`config.mk`:
```
export PLATFORM = sky130hd
export DESIGN_NAME = pong_collision_scorer
export DESIGN_NICKNAME = d
export VERILOG_FILES = /design/src/rtl/pong_collision_scorer.sv
export SDC_FILE = /design/constraint.sdc
export NUM_CORES = 1
export LEC_CHECK = 0
export CAP_MARGIN = 20
export CELL_PAD_IN_SITES_DETAIL_PLACEMENT = 1
export CELL_PAD_IN_SITES_GLOBAL_PLACEMENT = 1
export CORE_MARGIN = 2
export CORE_UTILIZATION = 36
export CTS_BUF_LIST = sky130_fd_sc_hd__clkbuf_8
export DETAILED_ROUTE_END_ITERATION = 8
export GPL_TIMING_DRIVEN = 0
export HOLD_SLACK_MARGIN = 0.12
export PLACE_DENSITY = 0.79
export SYNTH_ARGS = -nofsm -noshare
export SYNTH_HDL_FRONTEND = slang
export SYNTH_SLANG_ARGS = --single-unit
```
`constraint.sdc`:
```
create_clock -name clock -period 1.84 [get_ports clock]
set_input_delay 0.46 -clock clock [delete_from_list [all_inputs] [get_ports clock]]
set_output_delay 0.46 -clock clock [all_outputs]
set_load 0.005 [all_outputs]
```
`src/rtl/pong_collision_scorer.sv`:
```
// Collision, miss and score stage for the pong ball loop: paddle bounces, point scoring, serve/play/game-over sequencing.
// Optional feature: define RALLY_COUNTER_EN to add the rallyCount output.
module pong_collision_scorer #(
  parameter int LEFT_PADDLE_X      = 20,
  parameter int RIGHT_PADDLE_X     = 220,
  parameter int PADDLE_HALF_WIDTH  = 5,
  parameter int BALL_HALF_SIZE     = 5,
  parameter int PADDLE_HALF_LENGTH = 20,
  parameter int LEFT_MISS_X        = 10,
  parameter int RIGHT_MISS_X       = 230,
  parameter int SCREEN_WIDTH       = 240,
  parameter int SERVE_HOLD_CYCLES  = 16,
  parameter int WIN_SCORE          = 9
) (
  input  logic       clock,
  input  logic       reset,
  input  logic [7:0] ballXValue,
  input  logic [8:0] ballYValue,
  input  logic       ballDirection,
  input  logic [8:0] leftPaddleY,
  input  logic [8:0] rightPaddleY,
  input  logic       newGame,
  output logic       changeXDirection,
  output logic [1:0] changeYDirection,
  output logic       serveReset,
  output logic [3:0] leftScore,
  output logic [3:0] rightScore,
  output logic       gameOver
`ifdef RALLY_COUNTER_EN
  ,
  output logic [7:0] rallyCount
`endif
);

  localparam int CW = (SERVE_HOLD_CYCLES > 2) ? $clog2(SERVE_HOLD_CYCLES) : 1;
  localparam logic [CW-1:0] SERVE_RELOAD = CW'(SERVE_HOLD_CYCLES - 1);
  localparam logic [7:0] RIGHT_HIT_LO = 8'(RIGHT_PADDLE_X - PADDLE_HALF_WIDTH - BALL_HALF_SIZE);
  localparam logic [7:0] RIGHT_HIT_HI = 8'(RIGHT_PADDLE_X);
  localparam logic [7:0] LEFT_HIT_LO  = 8'(LEFT_PADDLE_X);
  localparam logic [7:0] LEFT_HIT_HI  = 8'(LEFT_PADDLE_X + PADDLE_HALF_WIDTH + BALL_HALF_SIZE);
  localparam logic [7:0] LEFT_MISS    = 8'(LEFT_MISS_X);
  localparam logic [7:0] RIGHT_MISS   = 8'(RIGHT_MISS_X);
  localparam logic [7:0] WRAP_X       = 8'(SCREEN_WIDTH);
  localparam logic [9:0] Y_REACH      = 10'(PADDLE_HALF_LENGTH + BALL_HALF_SIZE);
  localparam logic [3:0] WIN          = 4'(WIN_SCORE);

  typedef enum logic [1:0] {SERVE, PLAY, GAME_OVER} stateT;

  stateT stateReg, stateNext;
  logic [CW-1:0] counterReg, counterNext;
  logic hitLockReg, hitLockNext, hitDirReg, hitDirNext;
  logic changeXNext;
  logic [1:0] changeYNext;
  logic [3:0] leftScoreNext, rightScoreNext;

  function automatic logic [9:0] absVal(input logic signed [9:0] v);
    return v[9] ? 10'(-v) : 10'(v);
  endfunction

  // Which half of the paddle was struck: above centre, below centre, or dead centre.
  function automatic logic [1:0] yCode(input logic signed [9:0] v);
    if (v[9]) return 2'b10;
    else if (v != 10'sd0) return 2'b01;
    else return 2'b00;
  endfunction

  function automatic logic [3:0] satInc(input logic [3:0] s);
    return (s >= WIN) ? WIN : s + 4'd1;
  endfunction

  logic signed [9:0] leftDy, rightDy;
  logic leftHit, rightHit, leftMiss, rightMiss;

  assign leftDy  = $signed({1'b0, ballYValue}) - $signed({1'b0, leftPaddleY});
  assign rightDy = $signed({1'b0, ballYValue}) - $signed({1'b0, rightPaddleY});

  assign rightHit  = ballDirection && (ballXValue >= RIGHT_HIT_LO) && (ballXValue <= RIGHT_HIT_HI)
                     && (absVal(rightDy) <= Y_REACH);
  assign leftHit   = !ballDirection && (ballXValue >= LEFT_HIT_LO) && (ballXValue <= LEFT_HIT_HI)
                     && (absVal(leftDy) <= Y_REACH);
  assign rightMiss = ballDirection && (ballXValue > RIGHT_MISS);
  // X values at or past the screen width are a left-moving ball that wrapped below zero.
  assign leftMiss  = !ballDirection && ((ballXValue < LEFT_MISS) || (ballXValue >= WRAP_X));

  always_comb begin
    stateNext      = stateReg;
    counterNext    = counterReg;
    hitLockNext    = hitLockReg;
    hitDirNext     = hitDirReg;
    changeXNext    = 1'b0;
    changeYNext    = 2'b00;
    leftScoreNext  = leftScore;
    rightScoreNext = rightScore;
    if (newGame) begin
      leftScoreNext  = 4'd0;
      rightScoreNext = 4'd0;
      stateNext      = SERVE;
      counterNext    = SERVE_RELOAD;
      hitLockNext    = 1'b0;
    end else begin
      case (stateReg)
        SERVE: begin
          hitLockNext = 1'b0;
          if (counterReg == '0) stateNext = PLAY;
          else counterNext = counterReg - CW'(1);
        end
        PLAY: begin
          if (hitLockReg && (ballDirection != hitDirReg)) hitLockNext = 1'b0;
          if (!hitLockReg && (rightHit || leftHit)) begin
            changeXNext = 1'b1;
            changeYNext = rightHit ? yCode(rightDy) : yCode(leftDy);
            hitLockNext = 1'b1;
            hitDirNext  = ballDirection;
          end else if (rightMiss) begin
            leftScoreNext = satInc(leftScore);
            stateNext     = (leftScoreNext == WIN) ? GAME_OVER : SERVE;
            counterNext   = SERVE_RELOAD;
          end else if (leftMiss) begin
            rightScoreNext = satInc(rightScore);
            stateNext      = (rightScoreNext == WIN) ? GAME_OVER : SERVE;
            counterNext    = SERVE_RELOAD;
          end
        end
        default: ;
      endcase
    end
  end

  always_ff @(posedge clock or negedge reset) begin
    if (!reset) begin
      stateReg         <= SERVE;
      counterReg       <= SERVE_RELOAD;
      hitLockReg       <= 1'b0;
      hitDirReg        <= 1'b0;
      changeXDirection <= 1'b0;
      changeYDirection <= 2'b00;
      serveReset       <= 1'b1;
      leftScore        <= 4'd0;
      rightScore       <= 4'd0;
      gameOver         <= 1'b0;
    end else begin
      stateReg         <= stateNext;
      counterReg       <= counterNext;
      hitLockReg       <= hitLockNext;
      hitDirReg        <= hitDirNext;
      changeXDirection <= changeXNext;
      changeYDirection <= changeYNext;
      serveReset       <= (stateNext != PLAY);
      leftScore        <= leftScoreNext;
      rightScore       <= rightScoreNext;
      gameOver         <= (stateNext == GAME_OVER);
    end
  end

`ifdef RALLY_COUNTER_EN
  logic [7:0] rallyReg;
  always_ff @(posedge clock or negedge reset) begin
    if (!reset) rallyReg <= 8'd0;
    else if ((stateNext == SERVE) && (stateReg != SERVE)) rallyReg <= 8'd0;
    else if (changeXNext && (rallyReg != 8'hFF)) rallyReg <= rallyReg + 8'd1;
  end
  assign rallyCount = rallyReg;
`endif

endmodule

```
Word-level counts from Yosys, hierarchy flattened

Cells that the tools add are included.

Register bits: 21
Bits of input ports: 39
Output and inout port bits: 13
Word-level logic and storage cells: 110

Add/sub/neg operators: 7
Order comparisons: 11
Eq/ne operators: 12
Muxes and demuxes: 42
Bitwise gates (word level): 1
Reduce and logical (&&, ||, !) cells: 27

Operator list:

| operator                                                           | count |
|---|---|
| 2-to-1 mux 4 bit                                                   | 16 |
| 2-to-1 mux 2 bit                                                   | 13 |
| less-or-equal comparator 10 x 5 -> 1 bit (second input constant)   | 2 |
| 2-to-1 mux 10 bit                                                  | 2 |
| negator 10 bit                                                     | 2 |
| nonzero test 10 bit                                                | 2 |
| subtractor 9 x 9 -> 10 bit                                         | 2 |
| greater-or-equal comparator 8 bit (second input constant)          | 2 |
| logical AND 1 bit                                                  | 10 |
| adder 4 x 1 -> 4 bit (second input constant)                       | 2 |
| equality test 4 bit (second input constant)                        | 2 |
| greater-or-equal comparator 4 bit (second input constant)          | 2 |
| greater-or-equal comparator 8 x 5 -> 1 bit (second input constant) | 1 |
| > comparator 8 bit (second input constant)                         | 1 |
| less-or-equal comparator 8 x 5 -> 1 bit (second input constant)    | 1 |
| less-or-equal comparator 8 bit (second input constant)             | 1 |
| less-than comparator 8 x 4 -> 1 bit (second input constant)        | 1 |
| 2-to-1 mux 1 bit                                                   | 8 |
| != test 4 bit (second input constant)                              | 2 |
| one-hot mux 4 bit (2 select lines)                                 | 1 |
| AND reduction 4 bit                                                | 2 |
| != test 3 bit (second input constant)                              | 2 |
| AND reduction 3 bit                                                | 2 |
| nonzero test 2 bit                                                 | 3 |
| other kinds (15)                                                   | 18 |

Logic depth before layout (Yosys ltp)

Gate-level depths: netlist (run 1).

Depth in word-level cells: 11
Mapped depth: 12
Gate-level depth less buffers: 12

Worst setup path before layout (run 1)

OpenSTA, ideal clock, no wires.

Path kind: input to register
Start point: in leftPaddleY[1]
End point: reg hitLockReg
Setup time: 0.124 ns
Arrival time: 2.895 ns
Data required time: 1.716 ns
Setup slack: -1.179 ns
Stages: 11
Path buffers: 0
Cells stage by stage: inv_1 -> ha_1 -> nor2b_1 -> o2111a_1 -> or3_4 -> a2111oi_4 -> mux2i_1 -> o32ai_2 -> and4b_1 -> a32o_2 -> or2_1

Word-level cells in the longest chain between the ends: 10
Elaborated cells between the ends (all ways): 12
Classes of those cells: 2 x add/sub; 1 x order compare; 1 x eq/ne; 4 x mux; 4 x reduce/logical

RTL lines:

| item                                       | line | text |
|---|---|---|
| start, declared                            | 20   | `input logic [8:0] leftPaddleY,` |
| subtractor 9 x 9 -> 10 bit *               | 74   | `assign leftDy = $signed({1'b0, ballYValue}) - $signed({1'b0, leftPaddleY});` |
| negator 10 bit                             | 57   | `return v[9] ? 10'(-v) : 10'(v);` |
| 2-to-1 mux 10 bit *                        | 57   |  |
| less-or-equal comparator 10 x 5 -> 1 bit * | 80   | `&& (absVal(leftDy) <= Y_REACH);` |
| logical AND 1 bit *                        | 80   |  |
| logical OR 1 bit *                         | 109  | `if (!hitLockReg && (rightHit \|\| leftHit)) begin` |
| logical AND 1 bit *                        | 109  |  |
| 2-to-1 mux 1 bit                           | 109  |  |
| one-hot mux 1 bit (2 select lines)         | 101  | `case (stateReg)` |
| 2-to-1 mux 1 bit                           | 94   | `if (newGame) begin` |
| end signal, assigned                       | 144  | `hitLockReg <= hitLockNext;` |
| end, declared                              | 51   | `logic hitLockReg, hitLockNext, hitDirReg, hitDirNext;` |

Mark *: on every way between the ends. The rest lies on a longest branch, timed or not.
A chain may end at the register's enable or synchronous reset.

Worst setup path in the final report (run 1)

Start point: in ballYValue[1]
End point: reg hitLockReg

Word-level cells in the longest chain between the ends: 10
Elaborated cells between the ends (all ways): 17
Classes of those cells: 4 x add/sub; 2 x order compare; 1 x eq/ne; 5 x mux; 5 x reduce/logical

RTL lines:

| item                                                        | line   | text |
|---|---|---|
| start, declared                                             | 18     | `input logic [8:0] ballYValue,` |
| subtractor 9 x 9 -> 10 bit (on tied branches)               | 75, 74 |  |
| negator 10 bit                                              | 57     |  |
| 2-to-1 mux 10 bit                                           | 57     |  |
| less-or-equal comparator 10 x 5 -> 1 bit (on tied branches) | 78, 80 |  |
| logical AND 1 bit (on tied branches)                        | 78, 80 |  |
| logical OR 1 bit *                                          | 109    |  |
| logical AND 1 bit *                                         | 109    |  |
| 2-to-1 mux 1 bit                                            | 109    |  |
| one-hot mux 1 bit (2 select lines)                          | 101    |  |
| 2-to-1 mux 1 bit                                            | 94     |  |

Marked as above.

==> flow_summary.toml, run 1 <==
[run_status]
outcome = "finished, violations left"
violations = "setup timing"

[setup_path]
critPathSlowestCell = "or3_4"
end_kind = "flop"
r2r_setup_slack_ns = -0.39
cp_slowest_stage_delay_ns = 0.41
arrival_ns = 3.02
path_max_fanout = 5
path_cells = "buf_12 > ha_4 > nor2b_4 > o2111a_2 > or3_4 > a2111oi_4 > buf_4 > nand2_4 > o211ai_1 > o21ai_1 > a32o_2 > or2_1"
critPathBufInv = 2
timing.critical_path.from_type = "primary input"
cp_data_required_time_ns = 2.00
crit_type = "in -> reg"
cp-startpoint = "ballYValue[1]"
reg2reg_from = "stateReg[1]"
path_delay_family = "compound AO/OA/AOI/OAI gates"

[timing]
slew_headroom_pct = 35.9
fmax_mhz = 350
layout_setup_ws_ns = -1.02
slew_violations = 0
hold_viol = 0
min_period_ns = 2.86
tightest_slew_ns = 0.959
post-route-period-util_pct = 155
finalSetupViolCount = 5
rsz0062_at_grt = "true"
fin_skew_ns = 0.00195

[floorplanning]
die-area_um2 = 7800
die_x_um = 88.3
die_h_um = 88.3
row_count = 30
coreArea_um2 = 6830
io-pin-count = 52
start_util_pct = 37.5

[yosys]
synth_largest_area_cell = "dfrtp_1"
synthCells = 320
synth_edf_count = 0
yosysTopAreaCellShare_pct = 15.6
synth_common_cells = "32 x inv_1, 30 x nor2_1, 26 x a21oi_1, 26 x ha_1, 18 x nand2_1"
synthesis.area_um2 = 2560
async_flop_share_pct = 100
synth_area_leaders = "dfrtp_1 16%, ha_1 13%, dfstp_2 5.1%"
synth_nets = 387
synth_ff_type = "dfrtp_1"
synth_seq_area_share_pct = 20.8
ys_seq_elements = 21
synth.avg_cell_area_um2 = 8.00
yosysWarnings = 0
yosysMostFrequentCell = "inv_1"
ys_types = 63

[drt]
vias = 2874
drt_wl_total_um = 9810
routed_via_density = 5.75
initialDrtViolationCount = 102
drc = 0
final_antenna_net_count = 0
dr.pass1.iters = 4
wire_per_inst_um = 19.6

[clock_network]
htreeDepth = 1
cts.sinks = 21
clk_latency_ns = 0.27
cts_tree = "built"
clockBufferDepth = 2
path_clk_slew_ns = 0.08
cts_buffers = 3
clock-root-buffer = "clkbuf_8"

[global_routing]
grtUsageTotal_pct = 24.7
grt_pass1_vias = 2951
grt-ovfl-total = 0
grt_max_degree = 22
grt_pass1_wl_um = 15200
antenna_found_initial = 0

[power_and_ir_drop]
power_density_nw_per_um2 = 476
irDropWorstVdd_mv = 0.276
total_power_mw = 1.95
leakage_nw = 1.63

[final_layout]
drive_gt1_share_pct = 40.1
fill_cells = 781
instances_no_fill = 500
syn_to_final_growth_pct = 60.1
diodes = 0
nets = 472

[hold_path]
worstHoldPathType = "reg -> reg"
min_from = "leftScore[3]"

[placement]
place_inst = 466
place_hpwl_um = 6080
numPortBuffers = 50
place_congestion = 0.850
pre_cts_ws_ns = -2.01

[job]
max_cap_viol_count = 0
## sequential cells by signal, summed over array words and instances (netlist names)
name,count
changeXDirection,1
changeYDirection,2
rightScore,4
counterReg,4
gameOver,1
serveReset,1
stateReg,2
hitLockReg,1
leftScore,4
hitDirReg,1
## power breakdown
group / internal [mW] / leakage [nW] / switching (mW)
Clock: 0.153 / 0.0217 / 0.168
Combinational: 0.539 / 1.34 / 0.612
Sequential: 0.471 / 0.268 / 0.00627
## cell families after synthesis
group,synth area share [%]
and+or+nand+nor,23.3
AOI/OAI and AO/OA,28.3
buffers and inverters,5.91
adders and majority gates,14.3
DFF,20.8
xor gates and xnor gates,5.47
muxes,2.00
## metal layers
layer  vias to the layer above  track usage, %  routed length [µm]
li1                       1350               -                   -
met1                      1449            32.3                4160
met2                        55            43.9                5150
met3                        20            2.80                 276
met4                         0            5.37                 226
met5                         -               0                   0
## repair_timing
item / in CTS / in global routing
resized for setup: 160 / 31
endpoints found under the setup margin: 17 / 15
hold buffers: 0 / 0
setup buffers: 30 / 5
hold endpoints to repair: 0 / 0
pin swaps: 44 / 23
## stage by stage
stage / utilization (%) / hold slack, ns / TNS (ns) / cell area (µm²)
4_1_cts: 58.5 / 0.557 / -4.76 / 4000
2_1_floorplan: - / 0.164 / -4.77 / 2730
3_3_place_gp: 49.1 / 0.483 / -14.63 / 3350
5_1_grt: 60.0 / 0.589 / -5.48 / 4100
6_report: 60.0 / 0.572 / -4.97 / 4100
3_5_place_dp: 49.1 / 0.491 / -16.11 / 3350
## cell usage in the layout, fill, tap and decap left out, types with 4 or more instances in the layout
| cell type | synthesis | final |
|---|---|---|
| buf_4 | 0 | 30 |
| nor2_1 | 30 | 24 |
| clkdlybuf4s50_1 | 0 | 23 |
| inv_1 | 32 | 20 |
| a21oi_1 | 26 | 19 |
| nand2_1 | 18 | 16 |
| ha_4 | 0 | 15 |
| dfrtp_1 | 16 | 14 |
| o21ai_0 | 17 | 12 |
| ha_1 | 26 | 10 |
| dlygate4sd2_1 | 0 | 10 |
| inv_2 | 0 | 9 |
| nor3_1 | 13 | 9 |
| nor2_2 | 0 | 6 |
| nor2b_4 | 0 | 6 |
| buf_2 | 1 | 6 |
| o21ai_1 | 1 | 5 |
| o211ai_1 | 5 | 5 |
| a21oi_2 | 0 | 5 |
| xnor2_1 | 8 | 5 |
| dfstp_2 | 5 | 5 |
| clkbuf_2 | 0 | 5 |
| and3_1 | 4 | 4 |
| nor2b_1 | 10 | 4 |
| nand2b_1 | 4 | 4 |
| xor2_1 | 8 | 4 |
| nand3_1 | 7 | 4 |
| nor3_2 | 1 | 4 |
| buf_6 | 1 | 4 |
## tightest hold or removal path: stages, from the launching register on
cell	delay, ns
dfrtp_1	0.39
a41oi_1	0.06
nor2_1	0.08
## cell type report
type                            count  area, µm²  share of cell area, %
Tap cell                           96        120                   2.93
Timing Repair Buffer               84        734                   17.9
Clock inverter                      1       7.51                  0.183
Buffer                              2       7.51                  0.183
Inverter                           32        143                   3.48
Sequential cell                    21        534                   13.0
Multi-Input combinational cell    261       2510                   61.3
Clock buffer                        3       41.3                   1.01
## final timing paths
path / to / depth (start not counted)
setup / recovery: hitLockReg / 12
hold / removal: leftScore[3] / 2
setup reg to reg: hitDirReg / 7
hold reg to reg: leftScore[3] / 2
max in group asynchronous: rightScore[0] / 1
min in group asynchronous: leftScore[3] / 1
Power figures use the tool's default switching activity.
==> inputs of run 2 (changes only) <==
--- a/config.mk
+++ b/config.mk
@@ -15,6 +15,7 @@
 export GPL_TIMING_DRIVEN = 0
 export HOLD_SLACK_MARGIN = 0.12
 export PLACE_DENSITY = 0.79
+export SLEW_MARGIN = 30
 export SYNTH_ARGS = -nofsm -noshare
 export SYNTH_HDL_FRONTEND = slang
 export SYNTH_SLANG_ARGS = --single-unit
==> run 2 against run 1 <==
- non-clock buffer count is 13 higher
- core utilization grew 2.2 points
- global-route usage is essentially flat
- critical endpoint is now hitDirReg
- highest routed layer unchanged
- the run still ends with setup timing left
- first-iteration DRC count up 6.9%
- largest cell class unchanged
==> flow_summary.toml, run 2 (same netlist as run 1, synthesis figures left out) <==
[drt]
initialDrtViolationCount = 109
drc = 0
drt_wl_total_um = 11200
routed_via_density = 5.86
dr.pass1.iters = 4
wire_per_inst_um = 21.9
final_antenna_net_count = 0
vias = 3008

[placement]
place_area_um2 = 3350
place_congestion = 0.850
pre_cts_ws_ns = -2.00
numPortBuffers = 50
place_hpwl_um = 6100
place_inst = 466

[final_layout]
finish.instance_area_um2 = 4250
layout_common_cells = "42 x buf_4, 24 x nor2_1, 20 x a21oi_1, 20 x clkdlybuf4s50_1"
diodes = 0
syn_to_final_growth_pct = 66.0
top_regs = "counterReg: 4 flops, leftScore: 4 flops, rightScore: 4 flops"
final_common_cell = "buf_4"
instances_no_fill = 513
finish.utilization_pct = 62.2
nets = 485
drive_gt1_share_pct = 43.4

[clock_network]
clockBufferDepth = 2
clk_latency_ns = 0.27
path_clk_slew_ns = 0.09
cts_buffers = 3
cts_hold_buf = 0
htreeDepth = 1
cts_tree = "built"
clock-root-buffer = "clkbuf_8"
cts.sinks = 21

[timing]
tightest_slew_ns = 0.604
fin_skew_ns = 0.00245
slew_violations = 0
slew_headroom_pct = 59.8
whs_ns = 0.153
fin_tns_setup_ns = -5.93
layout_setup_ws_ns = -1.24
fmax_mhz = 325
rsz0062_at_grt = "true"
min_period_ns = 3.08
finalSetupViolCount = 6
hold_viol = 0
post-route-period-util_pct = 167

[setup_path]
arrival_ns = 3.23
end_kind = "flop"
timing.critical_path.from_type = "primary input"
crit_type = "in -> reg"
path_max_fanout = 5
cp_data_required_time_ns = 1.99

[floorplanning]
die_h_um = 88.3
row_count = 30
io-pin-count = 52
die_x_um = 88.3
coreArea_um2 = 6830
die-area_um2 = 7800
start_util_pct = 37.5

[hold_path]
worstHoldPathType = "in -> async"

[global_routing]
grtUsageTotal_pct = 24.7
grt_pass1_wl_um = 15300
grt_pass1_vias = 2984
grt_max_degree = 22
grt-ovfl-total = 0
antenna_found_initial = 0

[power_and_ir_drop]
power_density_nw_per_um2 = 487
leakage_nw = 1.71
irDropWorstVdd_mv = 0.298
total_power_mw = 2.07

[job]
max_cap_viol_count = 0

[run_status]
violations = "setup timing"
outcome = "finished, violations left"
-- run 2: layer usage --
layer | GRT usage (%) | wire, µm
met1 | 31.8 | 4610
met2 | 44.8 | 5930
met3 | 3.17 | 351
met4 | 3.99 | 357
met5 | 0 | 0
-- run 2: what timing repair did --
| action | 4_1_cts | 5_1_grt |
|---|---|---|
| endpoints found under the hold margin | 0 | 0 |
| endpoints found under the setup margin | 17 | 17 |
| resized for setup | 151 | 57 |
| setup buffers | 26 | 21 |
| pin swaps | 48 | 37 |
-- run 2: worst paths after layout --
kind	startpoint	endpoint	slack (ns)	cells past startpoint
min in group clock	counterReg[2]	counterReg[2]	0.59	2
worst max-delay path	ballYValue[0]	hitDirReg	-1.24	15
worst min-delay path	reset	rightScore[2]	0.15	1
worst min register to register	counterReg[2]	counterReg[2]	0.59	2
worst max register to register	stateReg[1]	hitDirReg	-0.65	8
max in group asynchronous	reset	rightScore[0]	1.31	1
-- run 2: cell type report --
class	count	area, µm²
Timing Repair Buffer	97	823
Multi-Input combinational cell	261	2580
Fill cell	772	2580
Clock inverter	1	7.51
Clock buffer	3	41.3
Buffer	2	7.51
Tap cell	96	120
Sequential cell	21	536
Inverter	32	138
-- run 2: critical path, stage by stage --
cell       delay (ns)
buf_6            0.07
inv_4            0.04
buf_6            0.11
ha_4             0.16
fa_2             0.38
buf_4            0.17
xor2_4           0.27
nand3_4          0.14
buf_4            0.19
o31ai_4          0.29
o2111ai_2        0.24
o32ai_4          0.24
a32o_2           0.29
buf_4            0.12
o21ai_1          0.06
-- run 2: power breakdown --
part | internal, mW | switching [mW]
combinational | 0.590 | 0.677
sequential | 0.471 | 0.00646
clock | 0.154 | 0.173
total | 1.22 | 0.856
==> inputs of run 3 (changes only) <==
--- a/config.mk
+++ b/config.mk
@@ -15,6 +15,7 @@
 export GPL_TIMING_DRIVEN = 0
 export HOLD_SLACK_MARGIN = 0.12
 export PLACE_DENSITY = 0.79
+export SKIP_CTS_REPAIR_TIMING = 1
 export SLEW_MARGIN = 30
 export SYNTH_ARGS = -nofsm -noshare
 export SYNTH_HDL_FRONTEND = slang
==> run 3 against run 2 <==
- the flow still finishes with violations (setup timing)
- sequential share of layout area grew 0.86 points
- via count decreased by 7.1%
- cell area shrank 6.4%
- worst setup slack improved by 0.077 ns
- sequential power is essentially flat
- clock power decreased by 2%
- final cell count fell by 4.1%
- clock-buffer cell count unchanged
- register-to-register slack better by 0.19 ns
- power fell by 9.6%
==> flow_summary.toml, run 3 (same netlist as run 1, synthesis figures left out) <==
[timing]
fin_skew_ns = 0.00206
slew_violations = 0
fmax_mhz = 333
tightest_slew_ns = 0.538
finalSetupViolCount = 9
post-route-period-util_pct = 163
whs_ns = 0.144
slew_headroom_pct = 64.1
hold_viol = 0
layout_setup_ws_ns = -1.16
rsz0062_at_grt = "true"
fin_tns_setup_ns = -6.00
min_period_ns = 3.00

[setup_path]
end_kind = "flop"
cpMostUsedCell = "buf_4"
arrival_ns = 3.19
path_delay_family = "compound AO/OA/AOI/OAI gates"
r2r-end = "hitDirReg"
critPathSlowestCell = "nor4b_4"
critPathBufInv = 4
worst_r2r_path_depth = 8
timing.critical_path.from_type = "primary input"
r2r_setup_slack_ns = -0.46
cp_data_required_time_ns = 2.03
crit_type = "in -> reg"
path_max_fanout = 6
cp_slowest_stage_delay_ns = 0.43
path_cells = "clkbuf_2 > ha_4 > fa_2 > nor2b_4 > o22ai_2 > xor2_1 > buf_4 > o211ai_4 > nor4b_4 > buf_4 > a2111oi_4 > a32o_2 > buf_4 > o21ai_1"
reg2reg_from = "stateReg[1]"

[global_routing]
grt_max_degree = 22
grt_pass1_wl_um = 12300
grt_pass1_vias = 2553
antenna_found_initial = 1
grt-ovfl-total = 0
grtUsageTotal_pct = 19.7

[clock_network]
clock-root-buffer = "clkbuf_8"
cts_buffers = 3
cts.sinks = 21
cts_tree = "built"
htreeDepth = 1
clk_latency_ns = 0.27
clockBufferDepth = 2
path_clk_slew_ns = 0.08

[hold_path]
worstHoldPathType = "in -> async"

[final_layout]
layout_common_cells = "26 x nor2_1, 25 x buf_4, 24 x clkdlybuf4s50_1"
drive_gt1_share_pct = 31.6
syn_to_final_growth_pct = 55.4
instances_no_fill = 492
nets = 463
top_regs = "counterReg: 4 flops, leftScore: 4 flops, rightScore: 4 flops"
final_common_cell = "nor2_1"

[floorplanning]
start_util_pct = 37.5
die_x_um = 88.3
row_count = 30
die-area_um2 = 7800
die_h_um = 88.3
coreArea_um2 = 6830
io-pin-count = 52

[placement]
place_congestion = 0.850
numPortBuffers = 50
place_hpwl_um = 6100
place_inst = 466

[power_and_ir_drop]
irDropWorstVdd_mv = 0.257
p_sw_mw = 0.743
internal_power_mw = 1.13
combPwrFrac_pct = 57.3
clkPwrFrac_pct = 17.1
total_power_mw = 1.87
sw_frac_of_total_pct = 39.7
p_seq_share_pct = 25.5
power_density_nw_per_um2 = 470
leakage_nw = 1.71

[drt]
dr.pass1.iters = 4
routed_via_density = 5.68
vias = 2793
wire_per_inst_um = 18.7
final_antenna_net_count = 0
drt_wl_total_um = 9210
drc = 0
initialDrtViolationCount = 86

[run_status]
violations = "setup timing"
outcome = "finished, violations left"

[job]
max_cap_viol_count = 0
## run 3: changes by cell type in the layout (fill, tap and decap cells not counted), moves of 4 or more
cell             change
buf_4               -17
dlymetal6s2s_1      +16
dlygate4sd2_1        -9
buf_6                -8
inv_1                +6
inv_2                -6
buf_2                -4
clkdlybuf4s50_1      +4
## run 3: worst reg2reg max path, delay by kind of cell, from the launching register on
family	cells	cell delay [ns]
and+or+nand+nor	5	1.37
DFF	1	0.45
AOI/OAI and AO/OA	2	0.25
buffers and inverters	1	0.13
## run 3: how the worst max path moves through the flow
stage                          from                  end  cells after the start
finish              rightPaddleY[0]            hitDirReg                     14
global route        rightPaddleY[0]            hitDirReg                     14
CTS                   ballYValue[1]  changeYDirection[1]                     12
detailed placement    ballYValue[1]  changeYDirection[1]                     12
global placement      ballYValue[1]  changeYDirection[0]                     11
floorplan            leftPaddleY[3]           hitLockReg                     12
## run 3: power groups by stage
stage,sequential (mW),clock [mW],combinational [mW]
after floorplan,0.485,0,0.565
after global placement,0.485,0,0.772
after detailed placement,0.486,0,0.797
after CTS,0.477,0.328,0.802
after global routing,0.479,0.346,1.15
final,0.478,0.321,1.07
## run 3: per-stage QoR
step                      setup slack (ns)  utilization [%]  area, µm²
final                                -1.16             58.2       3980
after global routing                 -1.24             58.2       3980
after CTS                            -1.72             49.7       3400
after detailed placement             -2.00             49.0       3350
after global placement               -1.93             49.1       3350
after floorplan                      -1.06                -       2730
## run 3: area by class of cell
type                            instances  area (µm²)
Fill cell                             780        2850
Multi-Input combinational cell        261        2390
Timing Repair Buffer                   73         708
Sequential cell                        21         536
Inverter                               32         143
Tap cell                               96         120
Clock buffer                            3        41.3
Buffer                                  4        30.0
Clock inverter                          1        7.51
Antenna cell                            1        2.50
## run 3: per-layer routing
layer  vias to the layer above  track usage [%]  share of wire, %
met5                         -                0                 0
met4                         0             2.75               1.2
met3                        14             2.33               2.9
met2                        47             33.9                53
met1                      1409             27.1                43
li1                       1323                -                 -
==> patch, RTL diff (flow settings as in run 1) <==
Put one more register stage on the output `gameOver`, cleared by the reset. The value now appears one clock later. The other outputs are not delayed to match.
--- a/src/rtl/pong_collision_scorer.sv
+++ b/src/rtl/pong_collision_scorer.sv
@@ -45,6 +45,8 @@
   localparam logic [3:0] WIN          = 4'(WIN_SCORE);
 
   typedef enum logic [1:0] {SERVE, PLAY, GAME_OVER} stateT;
+
+  logic gameOver_s0;
 
   stateT stateReg, stateNext;
   logic [CW-1:0] counterReg, counterNext;
@@ -137,7 +139,7 @@
       serveReset       <= 1'b1;
       leftScore        <= 4'd0;
       rightScore       <= 4'd0;
-      gameOver         <= 1'b0;
+      gameOver_s0      <= 1'b0;
     end else begin
       stateReg         <= stateNext;
       counterReg       <= counterNext;
@@ -148,7 +150,7 @@
       serveReset       <= (stateNext != PLAY);
       leftScore        <= leftScoreNext;
       rightScore       <= rightScoreNext;
-      gameOver         <= (stateNext == GAME_OVER);
+      gameOver_s0      <= (stateNext == GAME_OVER);
     end
   end
 
@@ -162,5 +164,13 @@
   assign rallyCount = rallyReg;
 `endif
 
+  always_ff @(posedge clock or negedge reset) begin
+    if (!reset) begin
+      gameOver <= '0;
+    end else begin
+      gameOver <= gameOver_s0;
+    end
+  end
+
 endmodule
 
Function: no difference found for any inputs over 10 cycles, from zero or initial values and one cycle with reset low; that may be too few to reach the edited logic, so the function may still have changed.
==> patch against run 1 <==
  * The run still ends with setup timing left
  * Register-to-register slack gained 190 ps
  * Global-route usage shrank 2.3 points
  * Largest power group unchanged
  * Combinational power shrank 9%
  * Power shrank 2.8%
  * Routed wire length shrank 2.1%
  * Area after synthesis grew 7.0%
  * Setup slack lost 470 ps
  * Sequential cell count grew 1
  * Cell area shrank 0.73%
==> patch: results (changes against run 1) <==
Critical path:
- The worst-case reg-to-reg path depth is 6 (-1).
- The largest incremental delay on the critical path is 480 ps (+70 ps).
- The register-to-register path setup slack is -200 ps (+190 ps).
- The launch instance of the worst register-to-register path is hitLockReg.
- The worst-path maximum fanout is 4 (-1).
- Tracing the worst setup path back leads to its startpoint at ballYValue[0].

Run status:
- The checks that failed: setup timing.
- The flow ran to the end, but the final reports show violations.

Finish:
- The footprint of the multi-input gates is 2400 µm² (-4.2%).
- The post-route cell area came to 4070 µm² (-0.73%).
- The total of clock buffers placed in the layout is 4 (+1).
- The area taken by flip-flops and latches is 561 µm² (+4.9%).
- The clock network contribution to total cell area was 1.35% (+0.16 points).
- The buffer share of cell area is 19.4% (+1.3 points).
- The post-layout net count is 506 (+7.2%).
- The number of non-clock buffers in the layout is 88 (+2.3%).
- The non-filler instance count after layout came to 537 (+7.4%).
- The multi-input combinational gate total is 292 (+12%).

Timing:
- The total negative setup slack is -6950 ps (-1980 ps).
- The worst slew margin relative to its limit is 65.2% (+29 points).
- The worst hold slack after final layout is 356 ps (-216 ps).
- The post-route clock skew is 10.5 ps (+8.58 ps).
- The post-layout worst setup margin is -1490 ps (-474 ps).
- The setup violation total in the final timing report was 5 (unchanged).

Placed design:
- The half-perimeter wire length of the detailed placement result is 6600 µm (+8.6%).
- The post-placement worst setup slack is -2490 ps (-481 ps).
- The placed cell count was 502 (+7.7%).

Pwr:
- The leakage power summed over all cells is 1.68 nW (+3.0%).
- The maximum ir drop on the vdd rail is 0.000263 V (-4.5%).

Drt:
- The met3 wire length came to 176 µm (-36%).
- The total met2 wirelength after detailed routing came to 5110 µm (-0.68%).
- The sum of routed wire segments on met1 came to 4200 µm (+0.94%).
- The count of vias placed by the detailed router came to 3052 (+6.2%).
- The number of DRC violations after detailed-routing iteration 0 is 74 (-27%).

Global route:
- The met1 routing resource usage after global routing is 28.0% (-4.3 points).
- The met2 track demand over resource is 41.7% (-2.2 points).
- The fraction of met3 tracks used by global routing is 1.74% (-1.1 points).
- The maximum number of pins on one net before global-route repair is 23 (+4.5%).
- The global router's overall resource usage was 22.4% (-2.3 points).

Hold path:
- The instance count along the most critical hold path is 0 (-2).
- The startpoint identified for the worst hold timing path is gameOver_s0.

Synth:
- The count of cell types in the netlist is 71 (+13%).
- The average footprint of a synthesized cell is 7.76 µm² (-3.0%).
- The register area share after synthesis was 20.3% (-0.44 points).
- By count the netlist is led by inv_1, nor2_1, a21oi_1, ha_1, nand2_1.

Clock tree:
- The count of cells resized by post-cts repair was 105 (-34%).
- The post-CTS setup buffer count is 27 (-10%).
## patch: cell count changes after synthesis, moves of 4 or more
| cell | delta |
|---|---|
| nor4b_1 | -4 |
| nor3_1 | +5 |
| or3_1 | +7 |
| nand2_1 | +6 |
## patch: power by group through the flow
stage / sequential (mW) / clock (mW) / combinational, mW
after floorplan: 0.506 / 0 / 0.517
after detailed placement: 0.508 / 0 / 0.768
final: 0.500 / 0.352 / 1.05
after CTS: 0.499 / 0.353 / 0.953
after global placement: 0.507 / 0 / 0.737
after global routing: 0.501 / 0.373 / 1.13
## patch: kinds of logic after synthesis
family / after synthesis / share of synthesized area, %
AOI/OAI and AO/OA: 110 / 28.5
and+or+nand+nor: 138 / 27.0
xor gates and xnor gates: 14 / 4.48
DFF: 22 / 20.3
muxes: 2 / 0.914
adders and majority gates: 28 / 13.3
buffers and inverters: 39 / 5.48
